$ cat config.mk
export PLATFORM = sky130hd
export DESIGN_NAME = ps2_host_tx_flat
export DESIGN_NICKNAME = d
export VERILOG_FILES = /design/src/rtl/ps2_host_tx_if.sv /design/src/rtl/ps2_host_tx.sv /design/src/flat_wrapper.sv
export SDC_FILE = /design/constraint.sdc
export NUM_CORES = 1
export LEC_CHECK = 0
export ABC_AREA = 0
export ABC_CLOCK_PERIOD_IN_PS = 1940
export CAP_MARGIN = 20
export CORE_ASPECT_RATIO = 0.75
export CORE_UTILIZATION = 55
export CTS_CLUSTER_DIAMETER = 150
export DETAILED_ROUTE_END_ITERATION = 10
export DONT_BUFFER_PORTS = 1
export HOLD_SLACK_MARGIN = 0.15
export PLACE_DENSITY_LB_ADDON = 0.3
export SETUP_SLACK_MARGIN = 0.1
export SLEW_MARGIN = 10
export SYNTH_ARGS = -nofsm -noshare
export SYNTH_HDL_FRONTEND = slang
export SYNTH_SLANG_ARGS = --single-unit
$ cat constraint.sdc
create_clock -name clk -period 1.94 [get_ports clk]
set_input_delay 0.194 -clock clk [delete_from_list [all_inputs] [get_ports clk]]
set_output_delay 0.194 -clock clk [all_outputs]
set_load 0.005 [all_outputs]
$ cat src/rtl/ps2_host_tx_if.sv
// ps2_host_tx_if
//   Bundles the command handshake and the open-drain PS/2 pad signals of the
//   PS/2 host transmitter.
//
//   Command side : tx_data, tx_start (to the transmitter)
//                  busy, done, err, rx_inhibit (from the transmitter)
//   Pad side     : ps2_clk_in, ps2_data_in (raw pad levels, to the transmitter)
//                  ps2_clk_oe, ps2_data_oe (1 = pull line low, from the transmitter)
//
//   Modports:
//     master - CPU/bus side plus pad model (drives requests and pad levels)
//     slave  - the transmitter itself
//
//   Handshake: tx_start is a single-cycle request that is accepted only in a
//   cycle where busy is 0; a request seen while busy is 1 is dropped. Every
//   accepted request ends with exactly one single-cycle done or err pulse,
//   unless reset aborts it.
interface ps2_host_tx_if;
    logic [7:0] tx_data;
    logic       tx_start;
    logic       busy;
    logic       done;
    logic       err;
    logic       rx_inhibit;
    logic       ps2_clk_in;
    logic       ps2_data_in;
    logic       ps2_clk_oe;
    logic       ps2_data_oe;

    modport master (
        output tx_data,
        output tx_start,
        output ps2_clk_in,
        output ps2_data_in,
        input  busy,
        input  done,
        input  err,
        input  rx_inhibit,
        input  ps2_clk_oe,
        input  ps2_data_oe
    );

    modport slave (
        input  tx_data,
        input  tx_start,
        input  ps2_clk_in,
        input  ps2_data_in,
        output busy,
        output done,
        output err,
        output rx_inhibit,
        output ps2_clk_oe,
        output ps2_data_oe
    );
endinterface

$ cat src/rtl/ps2_host_tx.sv
// ps2_host_tx
//   PS/2 host-to-device transmitter. Sends one command byte to the keyboard:
//   holds the clock low to inhibit the device, issues request-to-send (data
//   low, clock released), then shifts out 8 data bits LSB first, odd parity
//   and the stop bit on device-generated falling clock edges, and checks the
//   device acknowledge on the 11th edge. rx_inhibit gates the scancode
//   receiver for the whole transaction.
//
//   Ports:
//     clk     - system clock (25 MHz)
//     nreset  - asynchronous active-low reset
//     bus     - ps2_host_tx_if.slave: command handshake and PS/2 pad signals
//     state_o - current FSM state (debug)
//
//   Parameters:
//     INHIBIT_CYCLES - cycles the clock line is held low before the request (>= 2)
//     TIMEOUT_CYCLES - max cycles between consecutive awaited bus events
module ps2_host_tx #(
    parameter int INHIBIT_CYCLES = 2500,
    parameter int TIMEOUT_CYCLES = 375000
) (
    input  logic          clk,
    input  logic          nreset,
    ps2_host_tx_if.slave  bus,
    output logic [2:0]    state_o
);

    localparam int CNT_MAX = (INHIBIT_CYCLES > TIMEOUT_CYCLES) ? INHIBIT_CYCLES : TIMEOUT_CYCLES;
    localparam int CW      = $clog2(CNT_MAX + 1);

    typedef enum logic [2:0] {
        S_IDLE    = 3'd0,
        S_INHIBIT = 3'd1,
        S_REQUEST = 3'd2,
        S_SHIFT   = 3'd3,
        S_RELEASE = 3'd4
    } state_t;

    state_t        state_q, state_d;
    // One counter serves both as the inhibit timer and as the timeout timer;
    // the two phases never overlap.
    logic [CW-1:0] cnt_q, cnt_d;
    logic [3:0]    n_q, n_d;
    logic [7:0]    data_q, data_d;
    logic          par_q, par_d;
    logic          drv_q, drv_d;
    logic          done_q, done_d;
    logic          err_q, err_d;

    // Pad synchronizers; reset to the idle (released, high) bus level so that
    // leaving reset never looks like a falling edge.
    logic [1:0]    clk_sync_q;
    logic [1:0]    data_sync_q;
    logic          clk_prev_q;
    logic          clk_s;
    logic          data_s;
    logic          fall;

    logic [3:0]    n_next;
    logic [2:0]    bit_idx;

    assign clk_s  = clk_sync_q[1];
    assign data_s = data_sync_q[1];
    assign fall   = clk_prev_q & ~clk_s;

    always_ff @(posedge clk or negedge nreset) begin
        if (!nreset) begin
            clk_sync_q  <= 2'b11;
            data_sync_q <= 2'b11;
            clk_prev_q  <= 1'b1;
        end else begin
            clk_sync_q  <= {clk_sync_q[0], bus.ps2_clk_in};
            data_sync_q <= {data_sync_q[0], bus.ps2_data_in};
            clk_prev_q  <= clk_sync_q[1];
        end
    end

    always_ff @(posedge clk or negedge nreset) begin
        if (!nreset) begin
            state_q <= S_IDLE;
            cnt_q   <= '0;
            n_q     <= '0;
            data_q  <= '0;
            par_q   <= 1'b0;
            drv_q   <= 1'b0;
            done_q  <= 1'b0;
            err_q   <= 1'b0;
        end else begin
            state_q <= state_d;
            cnt_q   <= cnt_d;
            n_q     <= n_d;
            data_q  <= data_d;
            par_q   <= par_d;
            drv_q   <= drv_d;
            done_q  <= done_d;
            err_q   <= err_d;
        end
    end

    always_comb begin
        state_d = state_q;
        cnt_d   = cnt_q;
        n_d     = n_q;
        data_d  = data_q;
        par_d   = par_q;
        drv_d   = drv_q;
        done_d  = 1'b0;
        err_d   = 1'b0;
        n_next  = n_q + 4'd1;
        bit_idx = 3'(n_next - 4'd1);

        case (state_q)
            S_IDLE: begin
                drv_d = 1'b0;
                if (bus.tx_start) begin
                    data_d  = bus.tx_data;
                    par_d   = ~^bus.tx_data;
                    n_d     = '0;
                    cnt_d   = CW'(INHIBIT_CYCLES - 1);
                    state_d = S_INHIBIT;
                end
            end

            S_INHIBIT: begin
                if (cnt_q == '0) begin
                    cnt_d   = CW'(TIMEOUT_CYCLES);
                    state_d = S_REQUEST;
                end else begin
                    cnt_d = cnt_q - 1'b1;
                end
            end

            // REQUEST and SHIFT share the edge handling: the edge that ends
            // the request is already data edge 1.
            S_REQUEST, S_SHIFT: begin
                if (fall) begin
                    n_d     = n_next;
                    cnt_d   = CW'(TIMEOUT_CYCLES);
                    state_d = S_SHIFT;
                    case (n_next)
                        4'd1, 4'd2, 4'd3, 4'd4,
                        4'd5, 4'd6, 4'd7, 4'd8: drv_d = ~data_q[bit_idx];
                        4'd9:                   drv_d = ~par_q;
                        4'd11: begin
                            drv_d = 1'b0;
                            if (!data_s) begin
                                state_d = S_RELEASE;
                            end else begin
                                err_d   = 1'b1;
                                state_d = S_IDLE;
                            end
                        end
                        default:                drv_d = 1'b0;
                    endcase
                end else if (cnt_q == CW'(1)) begin
                    cnt_d   = '0;
                    drv_d   = 1'b0;
                    err_d   = 1'b1;
                    state_d = S_IDLE;
                end else begin
                    cnt_d = cnt_q - 1'b1;
                end
            end

            S_RELEASE: begin
                if (clk_s && data_s) begin
                    done_d  = 1'b1;
                    state_d = S_IDLE;
                end else if (cnt_q == CW'(1)) begin
                    cnt_d   = '0;
                    err_d   = 1'b1;
                    state_d = S_IDLE;
                end else begin
                    cnt_d = cnt_q - 1'b1;
                end
            end

            default: begin
                state_d = S_IDLE;
            end
        endcase
    end

    // Outputs decode directly from registered state so the async reset
    // releases both lines immediately.
    assign bus.busy        = (state_q != S_IDLE);
    assign bus.rx_inhibit  = (state_q != S_IDLE);
    assign bus.done        = done_q;
    assign bus.err         = err_q;
    assign bus.ps2_clk_oe  = (state_q == S_INHIBIT);
    // Data goes low on the last inhibit cycle: that is the start bit.
    assign bus.ps2_data_oe = ((state_q == S_INHIBIT) && (cnt_q == '0)) ||
                             (state_q == S_REQUEST) ||
                             ((state_q == S_SHIFT) && drv_q);
    assign state_o         = state_q;

endmodule

$ cat src/flat_wrapper.sv
// flat-port wrapper written by rule: the top's interface ports become plain ports
module ps2_host_tx_flat 
#(
    parameter int INHIBIT_CYCLES = 2500,
    parameter int TIMEOUT_CYCLES = 375000
)
  (clk, nreset, state_o, bus_tx_data, bus_tx_start, bus_ps2_clk_in, bus_ps2_data_in, bus_busy, bus_done, bus_err, bus_rx_inhibit, bus_ps2_clk_oe, bus_ps2_data_oe);
  ps2_host_tx_if bus_i ();
  input  logic clk;
  input  logic nreset;
  output logic [2:0] state_o;
  input wire logic [$bits(bus_i.tx_data)-1:0] bus_tx_data;
  input wire logic [$bits(bus_i.tx_start)-1:0] bus_tx_start;
  input wire logic [$bits(bus_i.ps2_clk_in)-1:0] bus_ps2_clk_in;
  input wire logic [$bits(bus_i.ps2_data_in)-1:0] bus_ps2_data_in;
  output wire logic [$bits(bus_i.busy)-1:0] bus_busy;
  output wire logic [$bits(bus_i.done)-1:0] bus_done;
  output wire logic [$bits(bus_i.err)-1:0] bus_err;
  output wire logic [$bits(bus_i.rx_inhibit)-1:0] bus_rx_inhibit;
  output wire logic [$bits(bus_i.ps2_clk_oe)-1:0] bus_ps2_clk_oe;
  output wire logic [$bits(bus_i.ps2_data_oe)-1:0] bus_ps2_data_oe;
  assign bus_i.tx_data = bus_tx_data;
  assign bus_i.tx_start = bus_tx_start;
  assign bus_i.ps2_clk_in = bus_ps2_clk_in;
  assign bus_i.ps2_data_in = bus_ps2_data_in;
  assign bus_busy = bus_i.busy;
  assign bus_done = bus_i.done;
  assign bus_err = bus_i.err;
  assign bus_rx_inhibit = bus_i.rx_inhibit;
  assign bus_ps2_clk_oe = bus_i.ps2_clk_oe;
  assign bus_ps2_data_oe = bus_i.ps2_data_oe;
  ps2_host_tx #(.INHIBIT_CYCLES(INHIBIT_CYCLES), .TIMEOUT_CYCLES(TIMEOUT_CYCLES)) u_core (.clk(clk), .nreset(nreset), .bus(bus_i), .state_o(state_o));
endmodule
==> impl_table.tex, run 1 <==
\begin{tabular}{lr}
\hline
Metric & Value \\
\hline
\multicolumn{2}{l}{\textbf{Setup path}} \\
Largest delay share family, worst path & simple AND/OR/NAND/NOR gates \\
Type of the worst setup path & reg2reg \\
End of the worst register-to-register path & u\_core.cnt\_q[16]\$\_DFFE\_PN0P\_ \\
Largest driver fanout on the critical path & 2 \\
Register-to-Register Setup Slack & -0.32 ns \\
CP Buf/Inv Count & 1 \\
Cells along the critical path & inv\_2 > ha\_4 > nor3b\_4 > nand4\_1 > or3\_1 > or4\_1 > o21ai\_1 > a22o\_1 \\
Endpoint kind of the worst setup timing path & flop \\
Cell with the biggest individual delay on the critical path & or4\_1 \\
R2R cell count & 8 \\
Data arrival time of the critical path & 2.53 ns \\
CP startpoint kind & flop \\
Critical path's largest stage delay & 0.46 ns \\
FF-to-FF Start & u\_core.cnt\_q[0]\$\_DFFE\_PN0P\_ \\
Worst endpoint required time & 2.21 ns \\
\multicolumn{2}{l}{\textbf{Flow run}} \\
Maxcap violations & 0 \\
\multicolumn{2}{l}{\textbf{Drt}} \\
Via-per-instance ratio & 6.97 \\
Routed via count & 2831 \\
DRC & 0 \\
1st-pass router iterations & 6 \\
Number of design-rule violations left by the first detailed-router iteration & 542 \\
Wire length after detailed routing & 9.55 mm \\
ANT nets after route & 0 \\
Wire per inst & 23.5 µm \\
\multicolumn{2}{l}{\textbf{Logic synthesis}} \\
Library cells used by synthesis & 53 \\
Synthesized net count & 284 \\
Flops \& latches, synth & 43 \\
Share of the yosys chip area belonging to registers & 0.427 \\
Post-Synthesis Cells & 265 \\
Most frequent cell after synthesis & dfrtp\_1 \\
Leading register cell type out of synthesis & dfrtp\_1 \\
Post-synthesis async set-or-reset flop share & 1.00 \\
Syn Area/Cell & 9.56 µm² \\
Combined area of all synthesized cells & 2530 µm² \\
Synth top area share & 0.375 \\
Ranking of synthesized cells by instance count & 38 x dfrtp\_1, 26 x o21ai\_0, 22 x nand2\_1 \\
Count of flip-flops with a built-in enable after synthesis & 0 \\
Count of yosys warnings during synthesis & 0 \\
Area leader, netlist & dfrtp\_1 \\
Main area contributors after synthesis & dfrtp\_1 38\%, dfstp\_2 5.2\%, o21ai\_0 5.1\% \\
\multicolumn{2}{l}{\textbf{Worst hold path}} \\
Start point of the worst hold path & bus\_tx\_data[0] \\
Hold Path Sink & u\_core.par\_q\$\_DFFE\_PN0P\_ \\
Cells on Worst Hold Path & 4 \\
Path type of the worst min-delay path & in2reg \\
\multicolumn{2}{l}{\textbf{Place}} \\
Estimated wirelength of the detail-placed design & 4.51 mm \\
Minimum setup slack after placement & -0.121 ns \\
Placed instance count & 361 \\
Number of port buffers & 0 \\
Placed Instance Area & 2990 µm² \\
Final weighted congestion of routability-driven global placement & 0.935 \\
\multicolumn{2}{l}{\textbf{Clock tree}} \\
Number of H-tree levels & 2 \\
Clock buffers created by TritonCTS & 5 \\
Count of clock tree sinks & 43 \\
Root buffer cell & clkbuf\_8 \\
Maximum buffer depth of the clock tree & 2 \\
CTS tree & yes \\
Clock latency on the worst-skew pair & 0.32 ns \\
Post-CTS clock slew at the launch and capture registers of the worst setup and hold paths & 0.10 ns \\
\multicolumn{2}{l}{\textbf{Outcome}} \\
Violations in the final reports & setup timing \\
Run status & complete, but fails checks \\
\multicolumn{2}{l}{\textbf{Layout}} \\
Net count, final & 369 \\
Inserted Diodes & 0 \\
Cell area after layout & 3750 µm² \\
Final non-filler cell total & 406 \\
Fraction of final layout cells sized beyond drive strength 1 & 0.447 \\
Post-Route Utilization & 0.887 \\
Area overhead of the layout relative to synthesis & 48.0\% \\
\multicolumn{2}{l}{\textbf{GRT}} \\
Initial antenna violation count & 0 \\
First-pass GRT wire length & 12.0 mm \\
Overflow after GRT & 0 \\
Overall fraction of global-route tracks in use & 0.337 \\
Pin count of the biggest net entering global routing & 44 \\
Via count of the first global-routing pass & 2427 \\
\multicolumn{2}{l}{\textbf{Floorplanning}} \\
Initial Util & 0.599 \\
Overall die height & 60.8 µm \\
Core Box Area & 4230 µm² \\
Area of the die & 4880 µm² \\
Standard-cell row count & 20 \\
Die X-Extent & 80.4 µm \\
Number of I/O pins & 22 \\
\multicolumn{2}{l}{\textbf{Timing}} \\
Clock tree skew after final layout & 0.0235 ns \\
Fmax & 0.443 GHz \\
Final setup violation count & 21 \\
Minimum hold slack & 0.282 ns \\
Setup Total Neg Slack & -2.27 ns \\
Final period demand of the worst path & 2.26 ns \\
Final period util & 1.16 \\
Slew of the pin with the lowest slew margin & 0.508 ns \\
Max transition margin & 0.658 \\
Endpoints failing hold & 0 \\
Slew Viols, Final & 0 \\
Setup repair after global routing missed its margin & yes \\
Minimum setup slack in the final design & -0.317 ns \\
\multicolumn{2}{l}{\textbf{Power}} \\
Leakage component of the power & 1.62 nW \\
Total power draw & 1.70 mW \\
Maximum ir drop on the vdd rail & 573 µV \\
Total power per unit cell area & 453 nW/µm² \\
\hline
\end{tabular}
[per-layer routing]
layer | track usage | vias to the layer above | part of all wire
met5 | 0 | - | 0
met4 | 0.128 | 0 | 0.067
met3 | 0.105 | 89 | 0.13
met2 | 0.521 | 291 | 0.43
met1 | 0.450 | 1308 | 0.37
li1 | - | 1143 | -
[worst min-delay path: cells and delay by family]
| family | cells | cell delay, ns |
|---|---|---|
| xor+xnor | 3 | 0.30 |
| compound gates | 1 | 0.06 |
[registers in the layout, summed over array words and instances (netlist names)]
register            count
u_core.data_sync_q      2
u_core.bus.err          1
u_core.data_q           8
u_core.bus.done         1
u_core.clk_sync_q       2
u_core.drv_q            1
u_core.clk_prev_q       1
u_core.par_q            1
u_core.n_q              4
u_core.state_o          3
u_core.cnt_q           19
[power by group]
group | internal (mW) | switching [mW]
Sequential | 0.905 | 0.00528
Clock | 0.386 | 0.331
Combinational | 0.0369 | 0.0334
Total | 1.33 | 0.370
[placed cells by master, fill, tap and decap left out, types with 7 or more instances in the layout]
cell and n:
a21oi_1 9, buf_4 57, buf_6 14, dfrtp_1 32, dlygate4sd3_1 12, inv_1 9
mux2_2 8, nand2_1 21, nor2_1 13, nor3_1 11, o21ai_0 17, o21ai_1 9
xnor2_1 7
[worst max path at each step]
stage                                startpoint                            to  slack (ns)  depth (start not counted)
floorplan           u_core.cnt_q[0]$_DFFE_PN0P_  u_core.cnt_q[16]$_DFFE_PN0P_       -0.15                          8
global placement    u_core.cnt_q[0]$_DFFE_PN0P_  u_core.cnt_q[14]$_DFFE_PN0P_       -0.04                          9
detailed placement  u_core.cnt_q[0]$_DFFE_PN0P_  u_core.cnt_q[15]$_DFFE_PN0P_       -0.12                          7
CTS                 u_core.cnt_q[0]$_DFFE_PN0P_  u_core.cnt_q[15]$_DFFE_PN0P_       -0.11                          7
global route        u_core.cnt_q[0]$_DFFE_PN0P_  u_core.cnt_q[16]$_DFFE_PN0P_       -0.35                          8
finish              u_core.cnt_q[0]$_DFFE_PN0P_  u_core.cnt_q[16]$_DFFE_PN0P_       -0.32                          8
[kinds of logic (layout without fill, tap and decap cells)]
kind of cell	Yosys count	in the layout	share of synthesized area
simple gates	96	96	0.220
compound gates	81	81	0.205
flops	43	43	0.427
buf+inv	21	107	0.0370
mux	10	10	0.0533
xor+xnor	8	8	0.0277
fa+ha+maj	6	6	0.0296
[repair_timing]
| action | 4_1_cts | 5_1_grt |
|---|---|---|
| hold buffers | 13 | 0 |
| gates resized for setup | 39 | 47 |
| pin swaps | 17 | 19 |
| cloned | 1 | 0 |
| buffers inserted | 14 | 10 |
| endpoints found under the hold margin | 54 | 0 |
| endpoints found under the setup margin | 20 | 29 |
[area by class of cell]
class / instances / area [µm²]
clock buffer: 7 / 76.3
clock inverter: 1 / 30.0
fill: 165 / 478
inverter: 12 / 45.0
multi-input combinational: 201 / 1650
sequential: 43 / 1090
tap: 55 / 68.8
timing repair buffer: 87 / 793
(Power assumes the default switching activity.)
==> run 2: changes to the inputs <==
--- a/config.mk
+++ b/config.mk
@@ -8,14 +8,17 @@
 export ABC_AREA = 0
 export ABC_CLOCK_PERIOD_IN_PS = 1940
 export CAP_MARGIN = 20
+export CELL_PAD_IN_SITES_DETAIL_PLACEMENT = 0
+export CELL_PAD_IN_SITES_GLOBAL_PLACEMENT = 2
 export CORE_ASPECT_RATIO = 0.75
-export CORE_UTILIZATION = 55
+export CORE_UTILIZATION = 36
 export CTS_CLUSTER_DIAMETER = 150
 export DETAILED_ROUTE_END_ITERATION = 10
 export DONT_BUFFER_PORTS = 1
 export HOLD_SLACK_MARGIN = 0.15
 export PLACE_DENSITY_LB_ADDON = 0.3
 export SETUP_SLACK_MARGIN = 0.1
+export SKIP_CTS_REPAIR_TIMING = 1
 export SLEW_MARGIN = 10
 export SYNTH_ARGS = -nofsm -noshare
 export SYNTH_HDL_FRONTEND = slang
==> run 2 against run 1 <==
- the run still ends with setup timing left
- clock skew is 0.018 ns lower
- sequential power hardly changed
- non-clock buffer count increased by 2
- clock power is 14% lower
- cell count is 7.6% higher
- design area decreased by 1.1%
- critical path type unchanged
==> impl_table.tex, run 2 (synthesized netlist as in run 1, its figures left out) <==
\begin{tabular}{lr}
\hline
Metric & Value \\
\hline
\multicolumn{2}{l}{\textbf{Layout}} \\
Leading cell type in the layout, fill and taps excluded & buf\_4 (unchanged) \\
Fraction of final layout cells sized beyond drive strength 1 & 0.442 (was 0.447) \\
Most frequent cells in the layout & 67 x buf\_4, 34 x dfrtp\_1, 21 x nand2\_1 (was 57 x buf\_4, 32 x dfrtp\_1, 21 x nand2\_1) \\
Area overhead of the layout relative to synthesis & 46.4\% (was 48.0\%) \\
Most flops, register & u\_core.cnt\_q (unchanged) \\
Final non-filler cell total & 437 (was 406) \\
Inserted Diodes & 0 (unchanged) \\
Net count, final & 371 (was 369) \\
Number of flip-flops under the largest register name & 19 (unchanged) \\
Top Registers & u\_core.cnt\_q (19), u\_core.data\_q (8), u\_core.n\_q (4) (unchanged) \\
Post-Route Utilization & 0.545 (was 0.887) \\
\multicolumn{2}{l}{\textbf{Setup path}} \\
CP Buf/Inv Count & 2 (was 1) \\
Path length in cells of the critical path & 9 (was 8) \\
Cell with the biggest individual delay on the critical path & or3\_4 (was or4\_1) \\
Largest driver fanout on the critical path & 3 (was 2) \\
Cells along the critical path & inv\_2 > ha\_4 > nor3b\_4 > nand4\_1 > or3\_4 > buf\_6 > or3\_4 > a21oi\_2 > a21o\_1 (was inv\_2 > ha\_4 > nor3b\_4 > nand4\_1 > or3\_1 > or4\_1 > o21ai\_1 > a22o\_1) \\
Endpoint kind of the worst setup timing path & flop (unchanged) \\
R2R cell count & 9 (was 8) \\
Largest delay share family, worst path & simple AND/OR/NAND/NOR gates (unchanged) \\
Critical path's largest stage delay & 0.40 ns (was 0.46 ns) \\
CP startpoint kind & flop (unchanged) \\
Crit-path most repeated cell & or3\_4 \\
Worst endpoint required time & 2.19 ns (was 2.21 ns) \\
Data arrival time of the critical path & 2.41 ns (was 2.53 ns) \\
Type of the worst setup path & reg2reg (unchanged) \\
\multicolumn{2}{l}{\textbf{Clock tree}} \\
CTS tree & yes (unchanged) \\
Post-CTS clock slew at the launch and capture registers of the worst setup and hold paths & 0.09 ns (was 0.10 ns) \\
Clock latency on the worst-skew pair & 0.31 ns (was 0.32 ns) \\
Root buffer cell & clkbuf\_8 (unchanged) \\
Maximum buffer depth of the clock tree & 2 (unchanged) \\
Number of H-tree levels & 2 (unchanged) \\
Count of clock tree sinks & 43 (unchanged) \\
Clock buffers created by TritonCTS & 5 (unchanged) \\
\multicolumn{2}{l}{\textbf{Drt}} \\
ANT nets after route & 0 (unchanged) \\
Number of design-rule violations left by the first detailed-router iteration & 61 (was 542) \\
Via-per-instance ratio & 5.32 (was 6.97) \\
1st-pass router iterations & 4 (was 6) \\
Wire length after detailed routing & 7.22 mm (was 9.55 mm) \\
Routed via count & 2323 (was 2831) \\
Uppermost layer routed & met4 (unchanged) \\
Wire per inst & 16.5 µm (was 23.5 µm) \\
Wire length on met1 & 3.75 mm (was 3.56 mm) \\
DRC & 0 (unchanged) \\
Routed met2 length & 3.09 mm (was 4.10 mm) \\
Met3 routed wirelength & 293 µm (was 1.25 mm) \\
\multicolumn{2}{l}{\textbf{Timing}} \\
Setup repair after global routing missed its margin & yes (unchanged) \\
Minimum setup slack in the final design & -0.218 ns (was -0.317 ns) \\
Final period demand of the worst path & 2.16 ns (was 2.26 ns) \\
Slew of the pin with the lowest slew margin & 0.367 ns (was 0.508 ns) \\
Slew Viols, Final & 0 (unchanged) \\
Fmax & 0.463 GHz (was 0.443 GHz) \\
Final setup violation count & 15 (was 21) \\
Endpoints failing hold & 0 (unchanged) \\
Max transition margin & 0.753 (was 0.658) \\
Final period util & 1.11 (was 1.16) \\
Clock tree skew after final layout & 0.00561 ns (was 0.0235 ns) \\
\multicolumn{2}{l}{\textbf{Place}} \\
Final weighted congestion of routability-driven global placement & 0.783 (was 0.935) \\
Placed instance count & 400 (was 361) \\
Estimated wirelength of the detail-placed design & 5.13 mm (was 4.51 mm) \\
Number of port buffers & 0 (unchanged) \\
\multicolumn{2}{l}{\textbf{Power}} \\
Maximum ir drop on the vdd rail & 275 µV (was 573 µV) \\
Clock group share of total power & 0.386 (was 0.422) \\
Leakage component of the power & 1.61 nW (was 1.62 nW) \\
Switching power as a share of total power & 0.250 (was 0.218) \\
Total power per unit cell area & 432 nW/µm² (was 453 nW/µm²) \\
Seq pwr share & 0.567 (was 0.536) \\
Combinational group share of total power & 0.046 (was 0.041) \\
Net Switching & 401 µW (was 370 µW) \\
P\_int & 1.20 mW (was 1.33 mW) \\
\multicolumn{2}{l}{\textbf{Floorplanning}} \\
Die X-Extent & 98.9 µm (was 80.4 µm) \\
Initial Util & 0.373 (was 0.599) \\
Standard-cell row count & 26 (was 20) \\
Core Box Area & 6800 µm² (was 4230 µm²) \\
Number of I/O pins & 22 (unchanged) \\
Overall die height & 74.7 µm (was 60.8 µm) \\
Area of the die & 7380 µm² (was 4880 µm²) \\
\multicolumn{2}{l}{\textbf{Worst hold path}} \\
Cells on Worst Hold Path & 2 (was 4) \\
Path type of the worst min-delay path & in2reg (unchanged) \\
\multicolumn{2}{l}{\textbf{GRT}} \\
Pin count of the biggest net entering global routing & 44 (unchanged) \\
Overall fraction of global-route tracks in use & 0.194 (was 0.337) \\
Overflow after GRT & 0 (unchanged) \\
Via count of the first global-routing pass & 2072 (was 2427) \\
Initial antenna violation count & 0 (unchanged) \\
First-pass GRT wire length & 10.8 mm (was 12.0 mm) \\
\multicolumn{2}{l}{\textbf{Outcome}} \\
Violations in the final reports & setup timing (unchanged) \\
Run status & complete, but fails checks (unchanged) \\
\multicolumn{2}{l}{\textbf{Flow run}} \\
Maxcap violations & 0 (unchanged) \\
\hline
\end{tabular}
==> run 2: changes by cell type in the layout (fill, tap and decap cells not counted), sizes merged <==
cell      change
clkinvlp      +2
inv           +1
buf           +2
clkbuf        -2
bufinv        -1
==> run 2: metal layers <==
metal | track usage | vias up
met5 | 0 | -
met4 | 0.0564 | 0
met3 | 0.0409 | 7
met2 | 0.284 | 32
met1 | 0.289 | 1134
li1 | - | 1150
==> run 2: worst paths after layout <==
path / from / end / slack [ns]
setup reg to reg: u_core.cnt_q[1]$_DFFE_PN0P_ / u_core.cnt_q[14]$_DFFE_PN0P_ / -0.22
min in group asynchronous: nreset / u_core.data_q[5]$_DFFE_PN0P_ / 0.41
hold reg to reg: u_core.data_sync_q[0]$_DFF_PN1_ / u_core.data_sync_q[1]$_DFF_PN1_ / 0.36
max in group asynchronous: nreset / u_core.data_sync_q[0]$_DFF_PN1_ / 1.28
hold / removal: bus_tx_start / u_core.state_o[0]$_DFFE_PN0P_ / 0.22
setup / recovery: u_core.cnt_q[1]$_DFFE_PN0P_ / u_core.cnt_q[14]$_DFFE_PN0P_ / -0.22
==> run 2: per-stage QoR <==
stage / power (mW) / cell area (µm²) / hold slack, ns / TNS (ns) / worst slack (ns)
global route: 1.66 / 3710 / 0.270 / -2.93 / -0.325
detailed placement: 0.955 / 3090 / -0.101 / -0.571 / -0.137
finish: 1.60 / 3710 / 0.220 / -1.27 / -0.218
global placement: 0.955 / 3090 / -0.101 / -0.490 / -0.125
CTS: 1.57 / 3180 / -0.442 / -1.08 / -0.204
floorplan: 0.951 / 2570 / -0.102 / -0.263 / -0.152
==> run 2: layout make-up <==
cell class	count	area, µm²
Fill cell	605	3090
Multi-Input combinational cell	201	1610
Sequential cell	43	1090
Timing Repair Buffer	89	769
Tap cell	84	105
Clock buffer	5	68.8
Inverter	12	45.0
Clock inverter	3	23.8
==> run 2: power by group through the flow <==
stage          Combinational [mW]  Clock, mW  Sequential, mW
6_report                   0.0743      0.619           0.910
5_1_grt                    0.0826      0.664           0.910
4_1_cts                    0.0290      0.633           0.909
3_5_place_dp               0.0287          0           0.927
3_3_place_gp               0.0286          0           0.927
2_1_floorplan              0.0258          0           0.926
==> run 3: changes to the inputs <==
--- a/config.mk
+++ b/config.mk
@@ -17,6 +17,7 @@
 export DONT_BUFFER_PORTS = 1
 export HOLD_SLACK_MARGIN = 0.15
 export PLACE_DENSITY_LB_ADDON = 0.3
+export REMOVE_ABC_BUFFERS = 1
 export SETUP_SLACK_MARGIN = 0.1
 export SKIP_CTS_REPAIR_TIMING = 1
 export SLEW_MARGIN = 10
==> run 3 against run 2 <==
- the run still ends with setup timing left
- count of clock-buffer cells in the layout unchanged
- combinational power down 0.8%
- critical path depth down 1
- die area unchanged
- critical path type unchanged
==> impl_table.tex, run 3 (synthesized netlist as in run 1, its figures left out) <==
\begin{tabular}{lr}
\hline
Metric & Value \\
\hline
\multicolumn{2}{l}{\textbf{Floorplanning}} \\
Number of I/O pins & 22 (unchanged) \\
Overall die height & 74.7 µm (unchanged) \\
Initial Util & 0.373 (unchanged) \\
Core Box Area & 6800 µm² (unchanged) \\
Standard-cell row count & 26 (unchanged) \\
Area of the die & 7380 µm² (unchanged) \\
Die X-Extent & 98.9 µm (unchanged) \\
\multicolumn{2}{l}{\textbf{Layout}} \\
Most frequent cells in the layout & 68 x buf\_4, 35 x dfrtp\_1, 20 x nand2\_1 (was 67 x buf\_4, 34 x dfrtp\_1, 21 x nand2\_1) \\
Net count, final & 378 (was 371) \\
Most flops, register & u\_core.cnt\_q (unchanged) \\
Fraction of final layout cells sized beyond drive strength 1 & 0.458 (was 0.442) \\
Inserted Diodes & 0 (unchanged) \\
Leading cell type in the layout, fill and taps excluded & buf\_4 (unchanged) \\
Area overhead of the layout relative to synthesis & 50.0\% (was 46.4\%) \\
Top Registers & u\_core.cnt\_q (19), u\_core.data\_q (8), u\_core.n\_q (4) (unchanged) \\
Fill cells & 598 (was 605) \\
Number of flip-flops under the largest register name & 19 (unchanged) \\
Cell area after layout & 3800 µm² (was 3710 µm²) \\
\multicolumn{2}{l}{\textbf{GRT}} \\
Overall fraction of global-route tracks in use & 0.194 (about the same) \\
First-pass GRT wire length & 10.9 mm (was 10.8 mm) \\
Via count of the first global-routing pass & 2082 (was 2072) \\
Initial antenna violation count & 0 (unchanged) \\
Overflow after GRT & 0 (unchanged) \\
Pin count of the biggest net entering global routing & 44 (unchanged) \\
\multicolumn{2}{l}{\textbf{Setup path}} \\
FF-to-FF Start & u\_core.cnt\_q[0]\$\_DFFE\_PN0P\_ (was u\_core.cnt\_q[1]\$\_DFFE\_PN0P\_) \\
Type of the worst setup path & reg2reg (unchanged) \\
End of the worst register-to-register path & u\_core.cnt\_q[16]\$\_DFFE\_PN0P\_ (was u\_core.cnt\_q[14]\$\_DFFE\_PN0P\_) \\
Endpoint kind of the worst setup timing path & flop (unchanged) \\
Cell with the biggest individual delay on the critical path & or4\_1 (was or3\_4) \\
R2R cell count & 8 (was 9) \\
Register-to-Register Setup Slack & -0.19 ns (was -0.22 ns) \\
Cells along the critical path & inv\_2 > ha\_4 > nor3b\_4 > nand4\_1 > or3\_1 > or4\_1 > o21ai\_1 > a22o\_1 (was inv\_2 > ha\_4 > nor3b\_4 > nand4\_1 > or3\_4 > buf\_6 > or3\_4 > a21oi\_2 > a21o\_1) \\
Worst endpoint required time & 2.19 ns (about the same) \\
Destination of the critical timing path & u\_core.cnt\_q[16]\$\_DFFE\_PN0P\_ (was u\_core.cnt\_q[14]\$\_DFFE\_PN0P\_) \\
Startpoint of the most critical setup path & u\_core.cnt\_q[0]\$\_DFFE\_PN0P\_ (was u\_core.cnt\_q[1]\$\_DFFE\_PN0P\_) \\
Largest driver fanout on the critical path & 3 (unchanged) \\
Data arrival time of the critical path & 2.38 ns (was 2.41 ns) \\
Critical path's largest stage delay & 0.41 ns (was 0.40 ns) \\
CP startpoint kind & flop (unchanged) \\
\multicolumn{2}{l}{\textbf{Outcome}} \\
Run status & complete, but fails checks (unchanged) \\
Violations in the final reports & setup timing (unchanged) \\
\multicolumn{2}{l}{\textbf{Clock tree}} \\
Clock latency on the worst-skew pair & 0.30 ns (was 0.31 ns) \\
Root buffer cell & clkbuf\_8 (unchanged) \\
CTS tree & yes (unchanged) \\
Clock buffers created by TritonCTS & 5 (unchanged) \\
Number of H-tree levels & 2 (unchanged) \\
Post-CTS clock slew at the launch and capture registers of the worst setup and hold paths & 0.09 ns (about the same) \\
Count of clock tree sinks & 43 (unchanged) \\
Maximum buffer depth of the clock tree & 2 (unchanged) \\
\multicolumn{2}{l}{\textbf{Worst hold path}} \\
Start point of the worst hold path & bus\_tx\_start (unchanged) \\
Path type of the worst min-delay path & in2reg (unchanged) \\
\multicolumn{2}{l}{\textbf{Drt}} \\
Routed via count & 2347 (was 2323) \\
Number of design-rule violations left by the first detailed-router iteration & 102 (was 61) \\
1st-pass router iterations & 4 (unchanged) \\
Wire per inst & 16.5 µm (about the same) \\
Wire length after detailed routing & 7.33 mm (was 7.22 mm) \\
Via-per-instance ratio & 5.29 (was 5.32) \\
DRC & 0 (unchanged) \\
ANT nets after route & 0 (unchanged) \\
\multicolumn{2}{l}{\textbf{Power}} \\
Switching power as a share of total power & 0.246 (was 0.250) \\
Combinational group share of total power & 0.046 (about the same) \\
P\_int & 1.20 mW (about the same) \\
Total power per unit cell area & 419 nW/µm² (was 432 nW/µm²) \\
Maximum ir drop on the vdd rail & 267 µV (was 275 µV) \\
Leakage component of the power & 1.65 nW (was 1.61 nW) \\
Seq pwr share & 0.571 (was 0.567) \\
Clock group share of total power & 0.383 (was 0.386) \\
Net Switching & 392 µW (was 401 µW) \\
\multicolumn{2}{l}{\textbf{Place}} \\
Final weighted congestion of routability-driven global placement & 0.777 (was 0.783) \\
Placed Instance Area & 3080 µm² (was 3090 µm²) \\
Number of port buffers & 0 (unchanged) \\
Estimated wirelength of the detail-placed design & 5.10 mm (was 5.13 mm) \\
\multicolumn{2}{l}{\textbf{Flow run}} \\
Maxcap violations & 0 (unchanged) \\
\multicolumn{2}{l}{\textbf{Timing}} \\
Max transition margin & 0.674 (was 0.753) \\
Fmax & 0.470 GHz (was 0.463 GHz) \\
Setup Total Neg Slack & -0.976 ns (was -1.27 ns) \\
Slew Viols, Final & 0 (unchanged) \\
Final period util & 1.10 (was 1.11) \\
Endpoints failing hold & 0 (unchanged) \\
Minimum setup slack in the final design & -0.188 ns (was -0.218 ns) \\
Setup repair after global routing missed its margin & yes (unchanged) \\
Clock tree skew after final layout & 0.00402 ns (was 0.00561 ns) \\
Minimum hold slack & 0.195 ns (was 0.220 ns) \\
Final period demand of the worst path & 2.13 ns (was 2.16 ns) \\
Final setup violation count & 10 (was 15) \\
Slew of the pin with the lowest slew margin & 0.489 ns (was 0.367 ns) \\
\hline
\end{tabular}
[run 3: cell count changes in the layout (fill, tap and decap cells not counted), sizes merged]
cell	change
buf	+7
[run 3: per-stage QoR]
step | setup slack (ns) | power [mW] | util | instances
global placement | -0.154 | 0.955 | 0.452 | 403
finish | -0.188 | 1.59 | 0.559 | 444
detailed placement | -0.210 | 0.955 | 0.452 | 403
global route | -0.294 | 1.65 | 0.559 | 444
floorplan | -0.156 | 0.951 | - | 256
CTS | -0.318 | 1.57 | 0.466 | 411
[run 3: worst min-delay path by stage]
stage / to / slack (ns) / cells past startpoint
final: u_core.state_o[0]$_DFFE_PN0P_ / 0.20 / 2
after CTS: u_core.cnt_q[3]$_DFFE_PN0P_ / -0.44 / 0
after floorplan: u_core.bus.done$_DFF_PN0_ / -0.10 / 0
after detailed placement: u_core.cnt_q[9]$_DFFE_PN0P_ / -0.10 / 0
after global placement: u_core.cnt_q[17]$_DFFE_PN0P_ / -0.10 / 0
after global routing: u_core.state_o[0]$_DFFE_PN0P_ / 0.20 / 2
[run 3: power by group through the flow]
stage | Combinational [mW] | Sequential (mW) | Clock (mW)
after floorplan | 0.0258 | 0.926 | 0
after global placement | 0.0284 | 0.927 | 0
after detailed placement | 0.0283 | 0.927 | 0
after CTS | 0.0287 | 0.909 | 0.630
after global routing | 0.0817 | 0.910 | 0.658
final | 0.0737 | 0.909 | 0.610
[run 3: critical path, delay by kind of cell (launching register included)]
family / cells / cell delay, ns
buffers and inverters: 1 / 0.08
AO/OA/AOI/OAI: 2 / 0.28
AND/OR/NAND/NOR: 4 / 1.18
flip-flops: 1 / 0.40
adder cells (fa/ha/maj): 1 / 0.13
[run 3: final cells by class]
| type | count | area (µm²) | area share |
|---|---|---|---|
| timing repair buffer | 96 | 853 | 0.224 |
| inverter | 12 | 45.0 | 0.0118 |
| sequential | 43 | 1090 | 0.286 |
| clock buffer | 5 | 68.8 | 0.0181 |
| clock inverter | 3 | 23.8 | 0.00625 |
| tap | 84 | 105 | 0.0276 |
| multi-input combinational | 201 | 1620 | 0.426 |
[run 3: per-layer routing]
| layer | vias to the layer above | GRT usage | wire, µm | part of all wire |
|---|---|---|---|---|
| met2 | 20 | 0.287 | 3240 | 0.44 |
| met1 | 1150 | 0.293 | 3850 | 0.53 |
| met5 | - | 0 | 0 | 0 |
| li1 | 1170 | - | - | - |
| met3 | 7 | 0.0390 | 161 | 0.022 |
| met4 | 0 | 0.0464 | 68 | 0.0093 |
